**config.mk**
```make
export PLATFORM = sky130hd
export DESIGN_NAME = testing_4
export DESIGN_NICKNAME = d
export VERILOG_FILES = /design/src/rtl/testing_4.sv
export SDC_FILE = /design/constraint.sdc
export NUM_CORES = 1
export LEC_CHECK = 0
export CORE_MARGIN = 10
export CORE_UTILIZATION = 52
export DETAILED_ROUTE_END_ITERATION = 8
export GPL_TIMING_DRIVEN = 0
export PLACE_DENSITY_LB_ADDON = 0.25
export SLEW_MARGIN = 40
export SYNTH_ARGS = -nofsm -noshare
export SYNTH_HDL_FRONTEND = slang
export SYNTH_SLANG_ARGS = --single-unit
```
**constraint.sdc**
```tcl
create_clock -name clock -period 2.35 [get_ports clock]
set_input_delay 0.47 -clock clock [delete_from_list [all_inputs] [get_ports clock]]
set_output_delay 0.47 -clock clock [all_outputs]
set_load 0.05 [all_outputs]
```
**src/rtl/testing_4.sv**
```systemverilog
// testing_4 - 32-bit pipelined adder built from four 8-bit ripple slices.
//
// Each stage adds one 8-bit slice of the operands and registers the result.
// The upper operand bits that have not been added yet move forward with
// the stage. The low partial sums that are already done also move forward,
// so that every result stays aligned in its own pipeline slot.
// A new operand pair is accepted every cycle. Operands sampled at edge k
// appear on sum/carry after edge k+3.
//
// Ports:
//   clock    in   1   rising-edge clock
//   reset_n  in   1   asynchronous active-low reset, clears every stage
//   a, b     in   32  unsigned operands
//   cin      in   1   carry-in at bit 0
//   sum      out  32  registered (a + b + cin) mod 2^32
//   carry    out  1   registered carry-out of bit 31
//   ovf      out  1   registered signed overflow (only with TESTING_4_OVF_EN)
//
// Build option: define TESTING_4_OVF_EN to add the ovf output.
module testing_4 (
   input  logic        clock,
   input  logic        reset_n,
   input  logic [31:0] a,
   input  logic [31:0] b,
   input  logic        cin,
   output logic [31:0] sum,
   output logic        carry
`ifdef TESTING_4_OVF_EN
   ,
   output logic        ovf
`endif
);

   localparam int WIDTH = 32;
   localparam int SLICE = 8;

   // stage 1: slice [7:0] done, operand bits [31:8] still pending
   logic [SLICE-1:0]       s1_sum;
   logic                   s1_c;
   logic [WIDTH-1:SLICE]   s1_a, s1_b;
   // stage 2: slices [15:0] done
   logic [2*SLICE-1:0]     s2_sum;
   logic                   s2_c;
   logic [WIDTH-1:2*SLICE] s2_a, s2_b;
   // stage 3: slices [23:0] done
   logic [3*SLICE-1:0]     s3_sum;
   logic                   s3_c;
   logic [WIDTH-1:3*SLICE] s3_a, s3_b;

   logic [SLICE:0] add1, add2, add3, add4;

   always_comb begin
      add1 = {1'b0, a[7:0]}      + {1'b0, b[7:0]}      + {8'd0, cin};
      add2 = {1'b0, s1_a[15:8]}  + {1'b0, s1_b[15:8]}  + {8'd0, s1_c};
      add3 = {1'b0, s2_a[23:16]} + {1'b0, s2_b[23:16]} + {8'd0, s2_c};
      add4 = {1'b0, s3_a[31:24]} + {1'b0, s3_b[31:24]} + {8'd0, s3_c};
   end

   always_ff @(posedge clock or negedge reset_n) begin
      if (!reset_n) begin
         s1_sum <= '0;
         s1_c   <= 1'b0;
         s1_a   <= '0;
         s1_b   <= '0;
         s2_sum <= '0;
         s2_c   <= 1'b0;
         s2_a   <= '0;
         s2_b   <= '0;
         s3_sum <= '0;
         s3_c   <= 1'b0;
         s3_a   <= '0;
         s3_b   <= '0;
         sum    <= '0;
         carry  <= 1'b0;
      end else begin
         s1_sum <= add1[7:0];
         s1_c   <= add1[8];
         s1_a   <= a[31:8];
         s1_b   <= b[31:8];

         s2_sum <= {add2[7:0], s1_sum};
         s2_c   <= add2[8];
         s2_a   <= s1_a[31:16];
         s2_b   <= s1_b[31:16];

         s3_sum <= {add3[7:0], s2_sum};
         s3_c   <= add3[8];
         s3_a   <= s2_a[31:24];
         s3_b   <= s2_b[31:24];

         sum    <= {add4[7:0], s3_sum};
         carry  <= add4[8];
      end
   end

`ifdef TESTING_4_OVF_EN
   // The operand sign bits reach the last stage together with the top
   // slice, so the overflow flag is registered alongside sum/carry.
   always_ff @(posedge clock or negedge reset_n) begin
      if (!reset_n) begin
         ovf <= 1'b0;
      end else begin
         ovf <= (s3_a[31] == s3_b[31]) && (add4[7] != s3_a[31]);
      end
   end
`endif

endmodule

```
=== Yosys cells after proc, flatten, opt, wreduce, memory -nomap -nowiden ===
Index checks and enable logic that the tools add are counted.

* Flip-flop bits (word level): 180
* Latch bits: 0
* Bits in writable memories: 0
* Bits in read-only memories: 0
* Input port bits: 67
* Memories kept: 0

* $add $sub $neg: 8
* Multiply operators: 0
* Div/mod/pow operators: 0
* $lt $le $gt $ge: 0
* Equal/unequal tests: 0
* Shift operators: 0
* Mux-type cells: 0
* Bitwise gates (word level): 0
* Reduce and logical (&&, ||, !) cells: 0

{| class="wikitable"
|+ Operator list
! kind !! count
|-
| 8-bit by 8-bit adder with 9-bit output || 4
|-
| 9-bit by 1-bit adder with 9-bit output || 4
|}

=== Depth between registers and ports, before layout ===
Gate-level depths: netlist of run 1.

* Depth after elaboration: 2
* Gate-level depth with buffers: 6
* Gate-level depth less buffers: 6

=== Worst setup path after synthesis of run 1 ===
OpenSTA, ideal clock, no wires.

* Kind: flip-flop to flip-flop
* Start point: register s1_c
* End point: register s2_c
* Library setup time: 0.124 ns
* Arrival: 1.838 ns
* Required time: 2.226 ns
* Slack: 0.389 ns
* Cell stages (with the launch flop): 7
* Path buffers: 0
* Period minus slack after synthesis: 1.961 ns
* Path through: dfrtp_1 > fa_1 > fa_1 > a211oi_1 > o21bai_1 > a211oi_1 > o21bai_1

* Word-level cells in the longest chain between the ends: 1

{| class="wikitable"
|+ RTL lines
! what !! line !! source
|-
| start: declaration || 39 || <nowiki>logic s1_c;</nowiki>
|-
| start signal: assignment || 77 || <nowiki>s1_c <= add1[8];</nowiki>
|-
| 9-bit by 1-bit adder with 9-bit output || 54 || <nowiki>add2 = {1'b0, s1_a[15:8]} + {1'b0, s1_b[15:8]} + {8'd0, s1_c};</nowiki>
|-
| net add2[8] || 50 || <nowiki>logic [SLICE:0] add1, add2, add3, add4;</nowiki>
|-
| end signal: assignment || 82 || <nowiki>s2_c <= add2[8];</nowiki>
|-
| end: declaration || 43 || <nowiki>logic s2_c;</nowiki>
|}

The timed path passes the listed nets, and every way through them passes these cells.

=== Final worst setup path of run 1 ===
Same ends and word-level chain as after synthesis.

==> results of run 1 <==
[per-layer routing]
| layer | GRT usage | vias up | routed length (um) |
|---|---|---|---|
| met5 | 0 | - | 0 |
| met4 | 0.0725 | 0 | 270 |
| met3 | 0.0511 | 26 | 593 |
| met2 | 0.215 | 100 | 4850 |
| met1 | 0.126 | 1474 | 3560 |
| li1 | - | 1407 | - |
[cell type report]
type | count | share of cell area
inverters | 8 | 0.00392
flip-flops and latches | 180 | 0.588
clock buffers | 20 | 0.0581
repair buffers | 102 | 0.138
well taps | 140 | 0.0229
multi-input cells | 150 | 0.162
clock inverters | 12 | 0.0263
[metrics by stage]
| step | setup slack, ps | cell area, um^2 | util | setup TNS (ps) |
|---|---|---|---|---|
| 3_5_place_dp | -152 | 7010 | 0.646 | -314 |
| 2_1_floorplan | 389 | 5780 | - | 0 |
| 3_3_place_gp | -5850 | 6950 | 0.641 | -1050590 |
| 4_1_cts | 120 | 7660 | 0.707 | 0 |
| 6_report | 157 | 7660 | 0.707 | 0 |
| 5_1_grt | 21.0 | 7660 | 0.707 | 0 |
[final timing paths]
check,from,endpoint,slack [ps],depth (start not counted)
max in group asynchronous,reset_n,s1_b[10],1360,3
worst max-delay path,s1_c,s2_c,160,6
worst min-delay path,s1_sum[7],s2_sum[7],350,0
worst min register to register,s1_sum[7],s2_sum[7],350,0
worst max register to register,s1_c,s2_c,160,6
min in group asynchronous,reset_n,sum[20],390,2
[where the power goes]
| part | switching [uW] | total (uW) | internal [uW] |
|---|---|---|---|
| clock | 1090 | 2990 | 1890 |
| sequential | 105 | 3580 | 3470 |
| combinational | 755 | 1220 | 466 |
[cell families after synthesis]
kind of cell | synth area share
fa+ha+maj | 0.0883
xor+xnor | 0.0303
mux | 0.00173
flops | 0.779
simple gates | 0.0294
buf+inv | 0.00520
compound gates | 0.0656
[cells in the final DEF, fill, tap and decap left out, types with 5 or more instances in the layout]
| cell type | instances |
|---|---|
| o21bai_1 | 6 |
| fa_1 | 8 |
| nand2_1 | 9 |
| clkbuf_16 | 16 |
| ha_1 | 28 |
| xnor2_1 | 14 |
| o21ai_0 | 10 |
| dfrtp_1 | 180 |
| nor2b_1 | 5 |
| a21oi_1 | 22 |
| xor2_1 | 6 |
| nor3_1 | 5 |
| a21o_1 | 6 |
| inv_1 | 7 |
| clkdlybuf4s50_1 | 98 |
| bufinv_16 | 5 |
[state kept, by name, indices dropped and copies added (netlist names), 16 cells and up]
name,flops
s1_a,24
s3_sum,24
s1_b,24
s2_a,16
sum,32
s2_b,16
s2_sum,16
[what timing repair did]
action / CTS / global route
setup endpoints to repair: 0 / 0
endpoints found under the hold margin: 27 / 0
hold buffers: 1 / 0
==> results_dict.tcl, run 1 <==
set metrics [dict create \
    outcome "finished clean" \
    grt_max_degree 78 \
    yosys.area.top_type "dfrtp_1" \
    grt_overflow 0 \
    fill_cells 717 \
    synth.area.top_cells "dfrtp_1, ha_1, fa_1" \
    htree_levels 4 \
    cts_buffers 17 \
    ys.flop_type "dfrtp_1" \
    portBuffers 99 \
    ant_nets 0 \
    cp_top_family "adder cells" \
    ir_worst_vdd_mv 0.679 \
    pin_count 100 \
    setup_viol 0 \
    power_density_nw_per_um2 1020 \
    cts_setup_buffers 0 \
    synth_cells 338 \
    clock_latency_ps 530 \
    hold_viol_final 0 \
    synth_edf_count 0 \
    ys_seq_area_frac 0.779 \
    remaining_drc_errors 0 \
    multi_input_area_um2 1240 \
    endpoint_kind "register" \
    seq_area_um2 4500 \
    post_cts_resized 0 \
    crit_chain "fa_1 > fa_1 > a211oi_1 > o21bai_1 > a211oi_1 > o21bai_1" \
    syn_nets 441 \
    maxSlewHeadroom 0.632 \
    drv_cap 0 \
    hold_slack_ps 347 \
    clk_path_buf_depth 2 \
    synth_common_cells "dfrtp_1, ha_1, a21oi_1" \
    postSynth.asyncResetShare 1.00 \
    rsz0062_at_grt "no" \
    dp_cells 579 \
    finClkSkew_ps 4.78 \
    n_antenna_cell 0 \
    ys_types 28 \
    place_hpwl_mm 6.52 \
    yosys_register_bits 180 \
    cts.sinks 180 \
    criticalPathCategory "register to register" \
    critPathMaxFanout 3 \
    fp.dieW_um 125 \
    viasPerCell 4.91 \
    clockRootBuffer "clkbuf_8" \
    crit_path_start_kind "register" \
    synth_top_cell_area_share 0.779 \
    max_stage_delay_ps 460 \
    die_height_um 125 \
    syn_to_final_growth_pct 32.6 \
    num_rows 38 \
    start_util 0.533 \
    dr.pass1.iters 4 \
    core_area_um2 10800 \
    hold_class "register to register" \
    antenna_found_initial 0 \
    crit_slowest_cell "fa_1" \
    fin_crit_ps 2190 \
    fin_crit_sh 0.933 \
    cp.arrival_ps 2600 \
    avgSynthCellArea_um2 17.1 \
    drt_iter0_drc 235 \
    finalMaxSlewViolations 0 \
    p_leak_uw 0.00339 \
    syn_area_um2 5780 \
    finalWirelength_mm 9.27 \
    die-area_um2 15700 \
    ys_warn_count 0 \
    power_uw 7790 \
    dr_total_vias 3007 \
    crit_buf_inv 0 \
    drive_gt1_frac 0.0763 \
    worst_pin_slew_ps 551 \
    cts_tree "done" \
    synth.most_common_cell "dfrtp_1" \
    gp_congestion 0.759 \
    grt_pass1_wl_mm 15.5 \
    fin_cells 612 \
    detail_route.wl_per_cell_um 15.2 \
    crit_required_ps 2750 \
    grt_usage 0.125 \
    fmax_mhz 456 \
    fin_nets 562 \
    grt_pass1_vias 3314 \
    clk_pin_slew_worst_paths_ps 60 \
]
Note: power is estimated with default switching activity, not from simulation.
==> run 2: changes to the inputs <==
--- a/config.mk
+++ b/config.mk
@@ -6,7 +6,7 @@
 export NUM_CORES = 1
 export LEC_CHECK = 0
 export CORE_MARGIN = 10
-export CORE_UTILIZATION = 52
+export CORE_UTILIZATION = 30
 export DETAILED_ROUTE_END_ITERATION = 8
 export GPL_TIMING_DRIVEN = 0
 export PLACE_DENSITY_LB_ADDON = 0.25
==> run 2 against run 1 <==
Clock-buffer cell count down 3. Critical path type unchanged. Global-route usage shrank 4.3 points. Core utilization decreased by 29 points. First-iteration DRC count decreased by 67%.
==> results_dict.tcl, run 2 (synthesis results as in run 1) <==
set metrics [dict create \
    outcome "finished clean" \
    finClkSkew_ps 6.31 \
    core_area_um2 18800 \
    clk_pin_slew_worst_paths_ps 70 \
    die_height_um 159 \
    power_uw 7570 \
    htree_levels 4 \
    dr.pass1.iters 4 \
    fill_cells 1723 \
    fmax_mhz 454 \
    num_rows 50 \
    viasPerCell 4.05 \
    fp.dieW_um 159 \
    cts_tree "done" \
    fin_crit_sh 0.938 \
    seq_area_um2 4500 \
    rrSetupSlack_ps 150 \
    start_util 0.307 \
    hold_slack_ps 348 \
    rsz0062_at_grt "no" \
    dr_total_vias 2968 \
    clock_latency_ps 420 \
    antenna_found_initial 0 \
    criticalPathCategory "register to register" \
    gp_congestion 0.749 \
    cp_top_family "adder cells" \
    pin_count 100 \
    die-area_um2 25200 \
    final_cell_mix "dfrtp_1, clkdlybuf4s50_1, ha_1, a21oi_1, clkbuf_16" \
    ant_nets 0 \
    finalWirelength_mm 9.77 \
    critPathMaxFanout 3 \
    power_density_nw_per_um2 974 \
    place_hpwl_mm 7.14 \
    cts_buffers 17 \
    fin_cells 732 \
    fin_crit_ps 2200 \
    grt_usage 0.0825 \
    clk_path_buf_depth 2 \
    crit_path_start_kind "register" \
    final_common_cell "dfrtp_1" \
    syn_to_final_growth_pct 34.4 \
    max_stage_delay_ps 460 \
    crit_slowest_cell "fa_1" \
    largest_reg_flops 32 \
    worst_pin_slew_ps 545 \
    cts.sinks 180 \
    ir_worst_vdd_mv 0.399 \
    hold_viol_final 0 \
    drive_gt1_frac 0.0784 \
    endpoint_kind "register" \
    drv_cap 0 \
    multi_input_area_um2 1240 \
    finalMaxSlewViolations 0 \
    largest_register "sum" \
    dp_cells 699 \
    fin_nets 562 \
    cp.arrival_ps 2500 \
    n_antenna_cell 0 \
    detail_route.wl_per_cell_um 13.4 \
    crit_chain "fa_1 > fa_1 > a211oi_1 > o21bai_1 > a211oi_1 > o21bai_1" \
    grt_pass1_vias 3421 \
    clockRootBuffer "clkbuf_16" \
    drt_iter0_drc 78 \
    hold_class "register to register" \
    grt_max_degree 74 \
    p_leak_uw 0.00337 \
    remaining_drc_errors 0 \
    setup_viol 0 \
    maxSlewHeadroom 0.635 \
    grt_overflow 0 \
    portBuffers 99 \
    crit_buf_inv 0 \
    crit_required_ps 2640 \
    grt_pass1_wl_mm 16.7 \
    fin_setup_tns_ps 0 \
    cts_setup_buffers 0 \
]
==> run 2: metal layers <==
layer | global-route usage | up-vias | part of all wire
li1 | - | 1402 | -
met1 | 0.0928 | 1483 | 0.41
met2 | 0.127 | 75 | 0.49
met3 | 0.0480 | 8 | 0.095
met4 | 0.0306 | 0 | 0.010
met5 | 0 | - | 0
==> run 2: final timing paths <==
kind / cells past startpoint / end / startpoint
max in group asynchronous: 4 / sum[13] / reset_n
setup reg to reg: 6 / s2_c / s1_c
hold reg to reg: 0 / s2_a[23] / s1_a[23]
hold / removal: 0 / s2_a[23] / s1_a[23]
setup / recovery: 6 / s2_c / s1_c
min in group asynchronous: 2 / sum[22] / reset_n
==> run 2: timing repair <==
action / 4_1_cts / 5_1_grt
hold buffers: 1 / 0
endpoints found under the hold margin: 51 / 0
gates resized for setup: 0 / 0
==> run 2: power by group <==
part | internal, uW | total, uW | switching [uW]
clock network | 1440 | 2770 | 1330
logic | 465 | 1210 | 748
registers | 3470 | 3580 | 111
==> run 2: final cells by class <==
cell class              instances  area share
inverters                       8     0.00387
clock inverters                15      0.0227
multi-input cells             150       0.160
well taps                     260      0.0419
flip-flops and latches        180       0.580
clock buffers                  17      0.0548
repair buffers                102       0.137
==> run 2: metrics by stage <==
stage	utilization	worst slack [ps]	area [um^2]
after CTS	0.412	114	7770
after global placement	0.377	-6170	7100
after global routing	0.412	7.55	7770
after floorplan	-	389	5780
final	0.412	146	7770
after detailed placement	0.380	-137	7160
==> run 3: changes to the inputs <==
--- a/config.mk
+++ b/config.mk
@@ -5,9 +5,10 @@
 export SDC_FILE = /design/constraint.sdc
 export NUM_CORES = 1
 export LEC_CHECK = 0
-export CORE_MARGIN = 10
+export CORE_MARGIN = 4
 export CORE_UTILIZATION = 30
 export DETAILED_ROUTE_END_ITERATION = 8
+export DONT_BUFFER_PORTS = 1
 export GPL_TIMING_DRIVEN = 0
 export PLACE_DENSITY_LB_ADDON = 0.25
 export SLEW_MARGIN = 40
==> run 3 against run 2 <==
The run now ends with hold timing left. Design area is 14% lower. Sequential share of layout area grew 9.3 points. Combinational power shrank 71%.
==> results_dict.tcl, run 3 (synthesis results as in run 1) <==
set metrics [dict create \
    outcome "finished, violations left" \
    violations "hold timing" \
    drive_gt1_frac 0.0919 \
    grt_util_met2 0.131 \
    grt_usage 0.0898 \
    crit_slowest_cell "fa_1" \
    htree_levels 4 \
    cts_buffers 17 \
    grt_pass1_vias 2895 \
    clk_pin_slew_worst_paths_ps 70 \
    endpoint_kind "register" \
    cts_tree "done" \
    antenna_found_initial 5 \
    drv_cap 0 \
    die_height_um 147 \
    hold_slack_ps -250 \
    ir_worst_vdd_mv 0.488 \
    maxSlewHeadroom 0.657 \
    drt_iter0_drc 109 \
    rr_worst_depth 6 \
    detail_route.wl_per_cell_um 13.8 \
    finalWirelength_mm 8.70 \
    crit_buf_inv 0 \
    use_met3 0.0527 \
    largest_reg_flops 32 \
    fin_setup_tns_ps 0 \
    fin_crit_sh 0.946 \
    startpoint "s1_c" \
    finalMaxSlewViolations 0 \
    grt_max_degree 181 \
    viasPerCell 4.15 \
    final_common_cell "dfrtp_1" \
    post-route-cell-area_um2 6700 \
    grt_overflow 0 \
    max_stage_delay_ps 470 \
    place_hpwl_mm 5.89 \
    fill_cells 1801 \
    met1_usage 0.108 \
    finClkSkew_ps 6.48 \
    hold_class "input pin to async pin" \
    gr-max-usage-layer "met2" \
    fin_nets 460 \
    fmax_mhz 450 \
    dr.pass1.iters 4 \
    syn_to_final_growth_pct 15.8 \
    start_util 0.307 \
    crit_path_start_kind "register" \
    rsz0062_at_grt "no" \
    dr_total_vias 2617 \
    remaining_drc_errors 0 \
    rrSetupSlack_ps 130 \
    hold_viol_final 180 \
    setup_viol 0 \
    die-area_um2 21500 \
    r2r_start "s1_c" \
    clk_path_buf_depth 2 \
    final_cell_mix "dfrtp_1, ha_1, a21oi_1, clkbuf_16, xnor2_1" \
    criticalPathCategory "register to register" \
    p_leak_uw 0.00294 \
    fin_crit_ps 2220 \
    gp_congestion 0.701 \
    num_rows 50 \
    core_area_um2 18800 \
    largest_register "sum" \
    crit_chain "fa_1 > fa_1 > a211oi_1 > o21bai_1 > a211oi_1 > o21bai_1" \
    cp_top_family "adder cells" \
    worst_pin_slew_ps 515 \
    post_dp_cell_area_um2 6100 \
    clock_latency_ps 410 \
    cts_setup_buffers 0 \
    clockRootBuffer "clkbuf_16" \
    crit_required_ps 2640 \
    critPathMaxFanout 3 \
    power_density_nw_per_um2 1060 \
    cp.arrival_ps 2520 \
    pin_count 100 \
    grt_pass1_wl_mm 14.9 \
    portBuffers 0 \
    cts.sinks 180 \
    r2r_end "s2_c" \
    ant_nets 0 \
    fp.dieW_um 147 \
]
[run 3: worst max path at each step]
stage / endpoint / slack, ps / cells past startpoint
2_1_floorplan: s2_c / 390 / 6
3_3_place_gp: s2_c / 150 / 6
3_5_place_dp: s2_c / 130 / 6
4_1_cts: s2_c / 90 / 6
5_1_grt: s2_c / 10 / 6
6_report: s2_c / 130 / 6
[run 3: area by class of cell]
class	count	area, um^2	area share
diodes	1	2.50	0.000374
clock buffers	17	425	0.0635
clock inverters	15	163	0.0243
inverters	8	30.0	0.00449
multi-input cells	150	1240	0.186
flip-flops and latches	180	4500	0.673
well taps	260	325	0.0486
[run 3: through the flow]
| stage | worst slack [ps] | utilization | total power [uW] | hold slack, ps | instances |
|---|---|---|---|---|---|
| 2_1_floorplan | 389 | - | 4330 | 174 | 338 |
| 3_3_place_gp | 147 | 0.324 | 4450 | 180 | 598 |
| 3_5_place_dp | 128 | 0.324 | 4460 | 180 | 598 |
| 4_1_cts | 93.5 | 0.355 | 7250 | -286 | 630 |
| 5_1_grt | 12.3 | 0.356 | 7480 | -289 | 631 |
| 6_report | 126 | 0.356 | 7110 | -250 | 631 |
[run 3: layer usage]
layer	share of wire	routed length, um
met1	0.42	3650
met3	0.090	785
met5	0.0056	49
met2	0.47	4070
met4	0.016	138
[run 3: report_power, final]
| part | internal (uW) | leakage (uW) | switching, uW |
|---|---|---|---|
| clock | 1430 | 0.000284 | 1300 |
| sequential | 3470 | 0.00210 | 568 |
| combinational | 164 | 0.000556 | 186 |
[run 3: worst register-to-register path, stage by stage (launching register included)]
cell	delay [ps]
dfrtp_1	390
fa_1	470
fa_1	450
a211oi_1	250
o21bai_1	150
a211oi_1	280
o21bai_1	110
[run 3: timing repair]
action,in CTS,in global routing
endpoints found under the hold margin,180,180
setup endpoints to repair,0,0
resized for setup,0,0
